`src/rtl/mix_in_if.sv`:
```
// Command/write-port bundle of the MIX card-reader IN unit.
// slave is the mix_in side; master is the issuing controller/memory side.
interface mix_in_if;
  logic        start;
  logic [11:0] addressin;
  logic [11:0] addressout;
  logic        we;
  logic [30:0] out;
  logic        stop;
  logic        busy;

  modport slave  (input  start, addressin,
                  output addressout, we, out, stop, busy);
  modport master (output start, addressin,
                  input  addressout, we, out, stop, busy);
endinterface

```
`src/rtl/mix_in.sv`:
```
// MIX IN unit: receives ASCII over a UART line, converts it to MIX character
// codes and writes one block of BLOCKWORDS words starting at addressin.
module mix_in #(
  parameter int CLKDIV     = 217,
  parameter int BLOCKWORDS = 14
) (
  input  logic     clk,
  input  logic     reset,
  input  logic     rx,
  mix_in_if.slave  bus
);

  localparam int              IW      = $clog2(BLOCKWORDS + 1);
  localparam logic [11:0]     HALF_M1 = 12'(CLKDIV / 2 - 1);
  localparam logic [11:0]     FULL_M1 = 12'(CLKDIV - 1);
  localparam logic [IW-1:0]   LAST    = IW'(BLOCKWORDS - 1);

  typedef enum logic [2:0] {R_HUNT, R_START, R_DATA, R_STOP, R_WAITHI} rx_state_t;
  typedef enum logic [2:0] {IDLE, RECV, WRITE, PAD, DONE} state_t;

  rx_state_t   rstate;
  logic        rx_meta, rx_sync, rx_last;
  logic [11:0] rcnt;
  logic [2:0]  rbit;
  logic [7:0]  rshift;
  logic        byte_valid;

  always_ff @(posedge clk) begin
    if (reset) begin
      rx_meta    <= 1'b1;
      rx_sync    <= 1'b1;
      rx_last    <= 1'b1;
      rstate     <= R_HUNT;
      rcnt       <= '0;
      rbit       <= '0;
      rshift     <= '0;
      byte_valid <= 1'b0;
    end else begin
      rx_meta    <= rx;
      rx_sync    <= rx_meta;
      rx_last    <= rx_sync;
      byte_valid <= 1'b0;
      case (rstate)
        R_HUNT:
          if (rx_last && !rx_sync) begin
            rstate <= R_START;
            rcnt   <= HALF_M1;
          end
        R_START:
          if (rcnt != '0) rcnt <= rcnt - 12'd1;
          else if (!rx_sync) begin
            rstate <= R_DATA;
            rcnt   <= FULL_M1;
            rbit   <= '0;
          end else rstate <= R_HUNT;
        R_DATA:
          if (rcnt != '0) rcnt <= rcnt - 12'd1;
          else begin
            rshift <= {rx_sync, rshift[7:1]};
            rcnt   <= FULL_M1;
            rbit   <= rbit + 3'd1;
            if (rbit == 3'd7) rstate <= R_STOP;
          end
        R_STOP:
          if (rcnt != '0) rcnt <= rcnt - 12'd1;
          else if (rx_sync) begin
            byte_valid <= 1'b1;
            rstate     <= R_HUNT;
          end else rstate <= R_WAITHI;
        R_WAITHI:
          if (rx_sync) rstate <= R_HUNT;
        default: rstate <= R_HUNT;
      endcase
    end
  end

  logic [7:0] uc;
  logic [5:0] mix_code;
  logic       is_cr, is_lf;

  always_comb begin
    uc       = (rshift >= 8'h61 && rshift <= 8'h7A) ? rshift - 8'h20 : rshift;
    is_cr    = (rshift == 8'h0D);
    is_lf    = (rshift == 8'h0A);
    mix_code = '0;
    if (uc >= 8'h41 && uc <= 8'h49)      mix_code = 6'(uc - 8'h40);
    else if (uc >= 8'h4A && uc <= 8'h52) mix_code = 6'(uc - 8'h3F);
    else if (uc >= 8'h53 && uc <= 8'h5A) mix_code = 6'(uc - 8'h3D);
    else if (uc >= 8'h30 && uc <= 8'h39) mix_code = 6'(uc - 8'h12);
    else begin
      case (uc)
        8'h2E: mix_code = 6'd40;  // .
        8'h2C: mix_code = 6'd41;  // ,
        8'h28: mix_code = 6'd42;  // (
        8'h29: mix_code = 6'd43;  // )
        8'h2B: mix_code = 6'd44;  // +
        8'h2D: mix_code = 6'd45;  // -
        8'h2A: mix_code = 6'd46;  // *
        8'h2F: mix_code = 6'd47;  // /
        8'h3D: mix_code = 6'd48;  // =
        8'h24: mix_code = 6'd49;  // $
        8'h3C: mix_code = 6'd50;  // <
        8'h3E: mix_code = 6'd51;  // >
        8'h40: mix_code = 6'd52;  // @
        8'h3B: mix_code = 6'd53;  // ;
        8'h3A: mix_code = 6'd54;  // :
        8'h27: mix_code = 6'd55;  // '
        default: mix_code = '0;
      endcase
    end
  end

  state_t      state;
  logic [11:0] base;
  logic [IW-1:0] index;
  logic [2:0]  ccnt;
  logic [29:0] word;

  always_ff @(posedge clk) begin
    if (reset) begin
      state          <= IDLE;
      base           <= '0;
      index          <= '0;
      ccnt           <= '0;
      word           <= '0;
      bus.we         <= 1'b0;
      bus.stop       <= 1'b0;
      bus.busy       <= 1'b0;
      bus.addressout <= '0;
      bus.out        <= '0;
    end else begin
      bus.we   <= 1'b0;
      bus.stop <= 1'b0;
      case (state)
        // The first IDLE cycle is the stop cycle, so busy drops one cycle later.
        IDLE: begin
          bus.busy <= 1'b0;
          if (bus.start && !bus.busy) begin
            base     <= bus.addressin;
            index    <= '0;
            ccnt     <= '0;
            word     <= '0;
            bus.busy <= 1'b1;
            state    <= RECV;
          end
        end
        RECV:
          if (byte_valid && !is_lf) begin
            // Unfilled slots are already zero, so CR needs no explicit fill.
            if (is_cr) state <= PAD;
            else begin
              case (ccnt)
                3'd0:    word[29:24] <= mix_code;
                3'd1:    word[23:18] <= mix_code;
                3'd2:    word[17:12] <= mix_code;
                3'd3:    word[11:6]  <= mix_code;
                default: word[5:0]   <= mix_code;
              endcase
              ccnt <= ccnt + 3'd1;
              if (ccnt == 3'd4) state <= WRITE;
            end
          end
        WRITE, PAD: begin
          bus.we         <= 1'b1;
          bus.addressout <= base + 12'(index);
          bus.out        <= {1'b0, word};
          word           <= '0;
          ccnt           <= '0;
          index          <= index + IW'(1);
          if (index == LAST)       state <= DONE;
          else if (state == WRITE) state <= RECV;
        end
        DONE: begin
          bus.stop <= 1'b1;
          state    <= IDLE;
        end
        default: state <= IDLE;
      endcase
    end
  end

endmodule

```
`src/flat_wrapper.sv`:
```
// flat-port wrapper written by rule: the top's interface ports become plain ports
module mix_in_flat 
#(
  parameter int CLKDIV     = 217,
  parameter int BLOCKWORDS = 14
)
  (clk, reset, rx, bus_start, bus_addressin, bus_addressout, bus_we, bus_out, bus_stop, bus_busy);
  mix_in_if bus_i ();
  input  logic clk;
  input  logic reset;
  input  logic rx;
  input wire logic [$bits(bus_i.start)-1:0] bus_start;
  input wire logic [$bits(bus_i.addressin)-1:0] bus_addressin;
  output wire logic [$bits(bus_i.addressout)-1:0] bus_addressout;
  output wire logic [$bits(bus_i.we)-1:0] bus_we;
  output wire logic [$bits(bus_i.out)-1:0] bus_out;
  output wire logic [$bits(bus_i.stop)-1:0] bus_stop;
  output wire logic [$bits(bus_i.busy)-1:0] bus_busy;
  assign bus_i.start = bus_start;
  assign bus_i.addressin = bus_addressin;
  assign bus_addressout = bus_i.addressout;
  assign bus_we = bus_i.we;
  assign bus_out = bus_i.out;
  assign bus_stop = bus_i.stop;
  assign bus_busy = bus_i.busy;
  mix_in #(.CLKDIV(CLKDIV), .BLOCKWORDS(BLOCKWORDS)) u_core (.clk(clk), .reset(reset), .rx(rx), .bus(bus_i));
endmodule
```
`config.mk`:
```
export PLATFORM = sky130hd
export DESIGN_NAME = mix_in_flat
export DESIGN_NICKNAME = d
export VERILOG_FILES = /design/src/rtl/mix_in_if.sv /design/src/rtl/mix_in.sv /design/src/flat_wrapper.sv
export SDC_FILE = /design/constraint.sdc
export NUM_CORES = 1
export LEC_CHECK = 0
export ABC_AREA = 1
export CAP_MARGIN = 20
export CORE_MARGIN = 4
export CORE_UTILIZATION = 35
export DETAILED_ROUTE_END_ITERATION = 10
export HOLD_SLACK_MARGIN = 0.03
export SLEW_MARGIN = 20
export SYNTH_ARGS = -nofsm -noshare
export SYNTH_HDL_FRONTEND = slang
export SYNTH_SLANG_ARGS = --single-unit
export TNS_END_PERCENT = 5
```
`constraint.sdc`:
```
create_clock -name clk -period 2.45 [get_ports clk]
set_clock_uncertainty 0.1 [all_clocks]
set_input_delay 0.3675 -clock clk [delete_from_list [all_inputs] [get_ports clk]]
set_output_delay 0.3675 -clock clk [all_outputs]
set_load 0.005 [all_outputs]
```
; ---- After elaboration in Yosys (flattened, before gate mapping)
; Index checks and enable logic that the tools add are counted.
[op_classes]
add_sub_neg = 10
order_cmp = 10
eq_ne = 51
muxes = 51
bitwise_logic = 2
n_reduce_logical = 35
[op_table]
columns = operator, count
row1 = $eq A8 B6 Y1 const B, 15
row2 = $pmux W6 S16, 1
row3 = $mux W30, 3
row4 = $pmux W30 S3, 1
row5 = $mux W12, 5
row6 = $mux W3, 19
row7 = $mux W6, 9
row8 = $pmux W12 S4, 1
row9 = $ge A8 B7 Y1 const B, 4
row10 = $le A8 B7 Y1 const B, 4
row11 = $reduce_and A5 Y1, 5
row12 = $ne A2 B2 Y1 const B, 10
row13 = $eq A3 B2 Y1 const B, 6
row14 = $pmux W3 S3, 2
row15 = $eq A8 B4 Y1 const B, 2
row16 = $reduce_and A4 Y1, 4
row17 = $pmux W3 S5, 1
row18 = $add A12 B4 Y12, 1
row19 = $eq A3 B3 Y1 const B, 4
row20 = $ne A2 B1 Y1 const B, 6
row21 = $reduce_bool A12 Y1, 1
row22 = $sub A12 B1 Y12 const B, 1
row23 = $sub A6 B6 Y6 const B, 2
row24 = $eq A3 B1 Y1 const B, 3
row25 = other kinds (29), 49
[totals]
register_bits = 127
out_inout_bits = 46

; ---- Longest topological paths before layout
[depth]
depth_word = 13
ltp_mapped = 20

; ---- Worst setup path before layout
; No wires, ideal clock.
[synth_path]
kind = flip-flop to flip-flop
start = register u_core.rshift[1]
end = register u_core.word[14]
setup_ps = 126
t_arrival_ps = 2141
slack_ps = 83
stages_incl_launch_ff = 21
path_buffers = 1
period_less_slack_ps = 2367
path_cell_list = dfxtp_1 > inv_1 > ha_1 > inv_1 > nor2_1 > nand3_2 > nand3_1 > nand2_2 > inv_2 > nor2_4 > buf_6 > nand3_1 > nand2_1 > nor2_2 > nand2_1 > nand2_1 > nand2_1 > nand2_1 > nand2_2 > nand2_4 > a21oi_2
[synth_via]
elab_chain_cells = 13
word_cells_on_any_way = 53
classes_between = add/sub (5) / order compare (10) / eq/ne (20) / mux (10) / reduce/logical (8)
[synth_rtl]
columns = item, line_no
row1 = from (decl), mix_in.sv:25  ; logic [7:0] rshift;
row2 = from (signal assigned), mix_in.sv:59  ; rshift <= {rx_sync, rshift[7:1]};
row3 = $ge A8 B7 Y1 / $le A8 B7 Y1 (equally long branches), mix_in.sv:82  ; uc = (rshift >= 8'h61 && rshift <= 8'h7A) ? rshift - 8'h20 : rshift;
row4 = $logic_and A1 B1 Y1, mix_in.sv:82
row5 = $mux W8, mix_in.sv:82
row6 = $ge A8 B6 Y1 (tied with other cells), mix_in.sv:89  ; else if (uc >= 8'h30 && uc <= 8'h39) mix_code = 6'(uc - 8'h12);
row7 = $logic_and A1 B1 Y1 / $pmux W6 S16 (equally long branches), "mix_in.sv:89, mix_in.sv:91"
row8 = $mux W6, mix_in.sv:89
row9 = $mux W6, mix_in.sv:88  ; else if (uc >= 8'h53 && uc <= 8'h5A) mix_code = 6'(uc - 8'h3D);
row10 = $mux W6, mix_in.sv:87  ; else if (uc >= 8'h4A && uc <= 8'h52) mix_code = 6'(uc - 8'h3F);
row11 = $mux W6, mix_in.sv:86  ; if (uc >= 8'h41 && uc <= 8'h49) mix_code = 6'(uc - 8'h40);
row12 = $mux W6, mix_in.sv:152  ; case (ccnt)
row13 = $mux W30, mix_in.sv:150  ; if (is_cr) state <= PAD;
row14 = $mux W30, mix_in.sv:148  ; if (byte_valid && !is_lf) begin
row15 = $pmux W30 S3, mix_in.sv:134  ; case (state)
row16 = to (signal assigned), mix_in.sv:155  ; 3'd2: word[17:12] <= mix_code;
row17 = to (decl), mix_in.sv:117  ; logic [29:0] word;
; Several ways; a longest one is shown, not always the timed one. The select of a mux whose other input is x is not followed.
; A chain may end at the register's enable or synchronous reset.

; ---- Worst setup path in the final report
[layout_path]
start = register u_core.rshift[0]
end = register u_core.word[15]
; The elaborated chain is that of the path after synthesis.

==> results.md <==
* Outcome: finished, final reports clean
* Setup TNS at 0 ns
* # diodes at 0
* Die X at 142 µm
* Vias in the first global route at 5,287
* P_sw at 2770 µW
* NumNets Final at 982
* Post-layout util at 46.7%
* Slew HR at 59.8%
* Syn Std Cell Area at 6260 µm²
* Rows at 48
* Drt total wl at 15,000 µm
* Critical Path, Cell by Cell: inv_4 -> ha_4 -> inv_2 -> nor2_4 -> nand3_4 -> nand4_1 -> nand2_4 -> nor2_4 -> o211ai_2 -> o21ai_0 -> nand3_1 -> nand2_1 -> nand2_1 -> nand2_2 -> a21oi_1
* Crit path buffers/inverters at 2
* Setup violators final at 0
* IO Port Bufs at 60
* I/O Pins at 62
* Net Sw Frac at 35.7%
* Slowest library cell on the worst path: dfxtp_2
* Nature of the critical path endpoint: flip-flop
* CTS H-tree depth at 4
* Critical path class: flip-flop to flip-flop
* Primary flip-flop cell chosen by synthesis mapping: dfxtp_1
* Routing usage on met2 at 23.5%
* Achievable frequency at 0.424 GHz
* Dpl hpwl at 10,900 µm
* Layout cells sized above 1 at 17.1%
* Busiest grt layer: met2
* Minimum clock period at 2.36 ns
* Syn-to-layout area delta at 29.7%
* VDD IR-drop max at 0.641 mV
* Initial Util at 36.0%
* Clk buf depth at 2
* CTS Buf Count at 17
* CTS Root Cell: clkbuf_16
* Worst Path Max Fanout at 8
* Worst-path clk slew at 0.06 ns
* Crit path DAT at 2.56 ns
* First-pass GRT wire length at 25,200 µm
* Worst path max stage delay at 0.34 ns
* Synthesis warning total at 0
* RSZ-0062 raised after global routing: true
* Tcrit/Tclk final at 96.2%
* Clock Sinks at 127
* Count of maximum capacitance violations at 0
* Worst skew pair latency at 0.42 ns
* Core Region at 17,400 µm²
* Logic pwr share at 34.1%
* Cells after synthesis at 851
* Area contributors post-synth: dfxtp_1 (41%), o21ai_0 (8.6%), nor2_1 (7.9%), nand2_1 (6.2%), inv_1 (5.3%)
* Initial antenna violation count at 0
* Most frequent cells after synthesis: nor2_1 (132), dfxtp_1 (127), o21ai_0 (108), nand2_1 (103), inv_1 (88)
* Post-synthesis sequential area ratio at 40.6%
* P per Cell Area at 953 nW/µm²
* FILL cells at 1,785
* Vias at 5,650
* Met1 Use GR at 20.9%
* Post-synth top area share at 40.6%
* Post-synth cell types at 48
* Pin count of the biggest net entering global routing at 58
* CP Launch Type: flip-flop
* Cell family with most CP delay: simple AND/OR/NAND/NOR gates
* Hold-fix buffers at CTS at 0
* Final global-route overflow total at 0
* Met3 Use GR at 4.04%
* Vias per cell at 4.80
* Area leader, netlist: dfxtp_1
* Syn_nets at 893
* Post-synth EDFFs at 0
* Clock share of power at 31.1%
* Global placement routability congestion at 0.938
* Critical Path RT at 2.66 ns
* Routed length per instance at 12.8 µm
* Final worst slack at 0.0919 ns
* Final Hold Fails at 0
* Leak pwr at 0.00336 µW
* Most common cell in the synthesized netlist: nor2_1
* Drt first pass iters at 5
* All-Layer GR Usage at 15.3%
* Die area at 20,100 µm²
* Fin cells at 1,178
* Worst-margin pin slew at 0.602 ns
* Async set or reset register ratio after synthesis at 0%
* Int Pwr at 4980 µW
* Share of power burned in registers at 34.8%
* Worst hold path type: flip-flop to flip-flop
* Slew Viols, Final at 0
* Initial drt markers at 289
* Setup Slack @ Placement at -0.0757 ns
* DRC Markers at 0
* Post-route ant nets at 0
* Placed cell count at 1,143
* Seq cells post-synth at 127
* Die height at 142 µm
* Syn Area/Cell at 7.36 µm²
* TritonCTS clock tree: built
## worst reg2reg max path, delay by kind of cell (launching register included)
kind / cells / cell delay, ns
adders and majority gates: 1 / 0.14
buffers and inverters: 2 / 0.13
DFF: 1 / 0.34
and+or+nand+nor: 9 / 1.03
AOI/OAI and AO/OA: 3 / 0.52
## power by group through the flow
stage | Combinational (µW) | Clock (µW) | Sequential (µW)
global route | 3010 | 2570 | 2740
detailed placement | 2480 | 0 | 2720
global placement | 2470 | 0 | 2720
CTS | 2500 | 2460 | 2680
floorplan | 1760 | 0 | 2670
finish | 2640 | 2410 | 2690
## flip-flops by register name, indices dropped and copies added (netlist names), 3 cells and up
name and cells:
u_core.rbit 3, u_core.index 4, u_core.word 30, u_core.bus.out 30, u_core.rcnt 12, u_core.ccnt 3
u_core.state 3, u_core.bus.addressout 12, u_core.rstate 3, u_core.base 12, u_core.rshift 8
## through the flow
stage / total power, µW / hold slack (ns) / cell area [µm²]
2_1_floorplan: 4440 / 0.289 / 6260
3_3_place_gp: 5190 / 0.291 / 7320
3_5_place_dp: 5200 / 0.298 / 7320
4_1_cts: 7640 / 0.311 / 7900
5_1_grt: 8320 / 0.328 / 8130
6_report: 7750 / 0.310 / 8130
## metal layers
metal | share of wire (%) | up-vias
met5 | 0 | -
met4 | 1.3 | 0
met3 | 4.5 | 17
met2 | 45 | 120
met1 | 49 | 2525
li1 | - | 2988
## cells by family after synthesis
| family | after synthesis | share of synthesized area (%) |
|---|---|---|
| fa+ha+maj | 26 | 5.31 |
| compound gates | 211 | 18.9 |
| simple gates | 340 | 24.7 |
| flops | 127 | 40.6 |
| other cells | 1 | 0.0599 |
| buf+inv | 131 | 8.41 |
| xor+xnor | 15 | 2.10 |
## placed cells by master (no fill, tap or decap), types with 14 or more instances in the layout
master,synthesis,final
clkdlybuf4s50_1,0,60
nor3_1,15,14
inv_1,88,83
o21ai_0,108,107
nor2_1,132,128
nand3_1,41,38
nand2_1,103,96
a211oi_1,14,14
clkbuf_16,0,17
a21oi_1,61,51
buf_4,1,43
dfxtp_1,127,125
a21oi_2,10,20
ha_1,25,21
## what timing repair did
| item | in CTS | in global routing |
|---|---|---|
| buffers inserted | 0 | 2 |
| resized for setup | 4 | 52 |
| endpoints found under the setup margin | 21 | 33 |
| cloned | 0 | 1 |
| pin swaps | 0 | 19 |
## final timing paths
check                                       from  depth (start not counted)  slack (ns)              end
worst max-delay path            u_core.rshift[0]                         15        0.09  u_core.word[15]
worst max register to register  u_core.rshift[0]                         15        0.09  u_core.word[15]
worst min register to register    u_core.rx_meta                          1        0.31   u_core.rx_sync
worst min-delay path              u_core.rx_meta                          1        0.31   u_core.rx_sync
## layout make-up
type                            instances  area (µm²)  share of cell area [%]
Sequential cell                       127        2550                    31.3
Tap cell                              225         282                    3.46
Inverter                               95         369                    4.54
Clock buffer                           21         470                    5.79
Multi-Input combinational cell        593        3380                    41.6
Clock inverter                         11         109                    1.34
Timing Repair Buffer                  106         966                    11.9
Power figures use the tool's default switching activity.
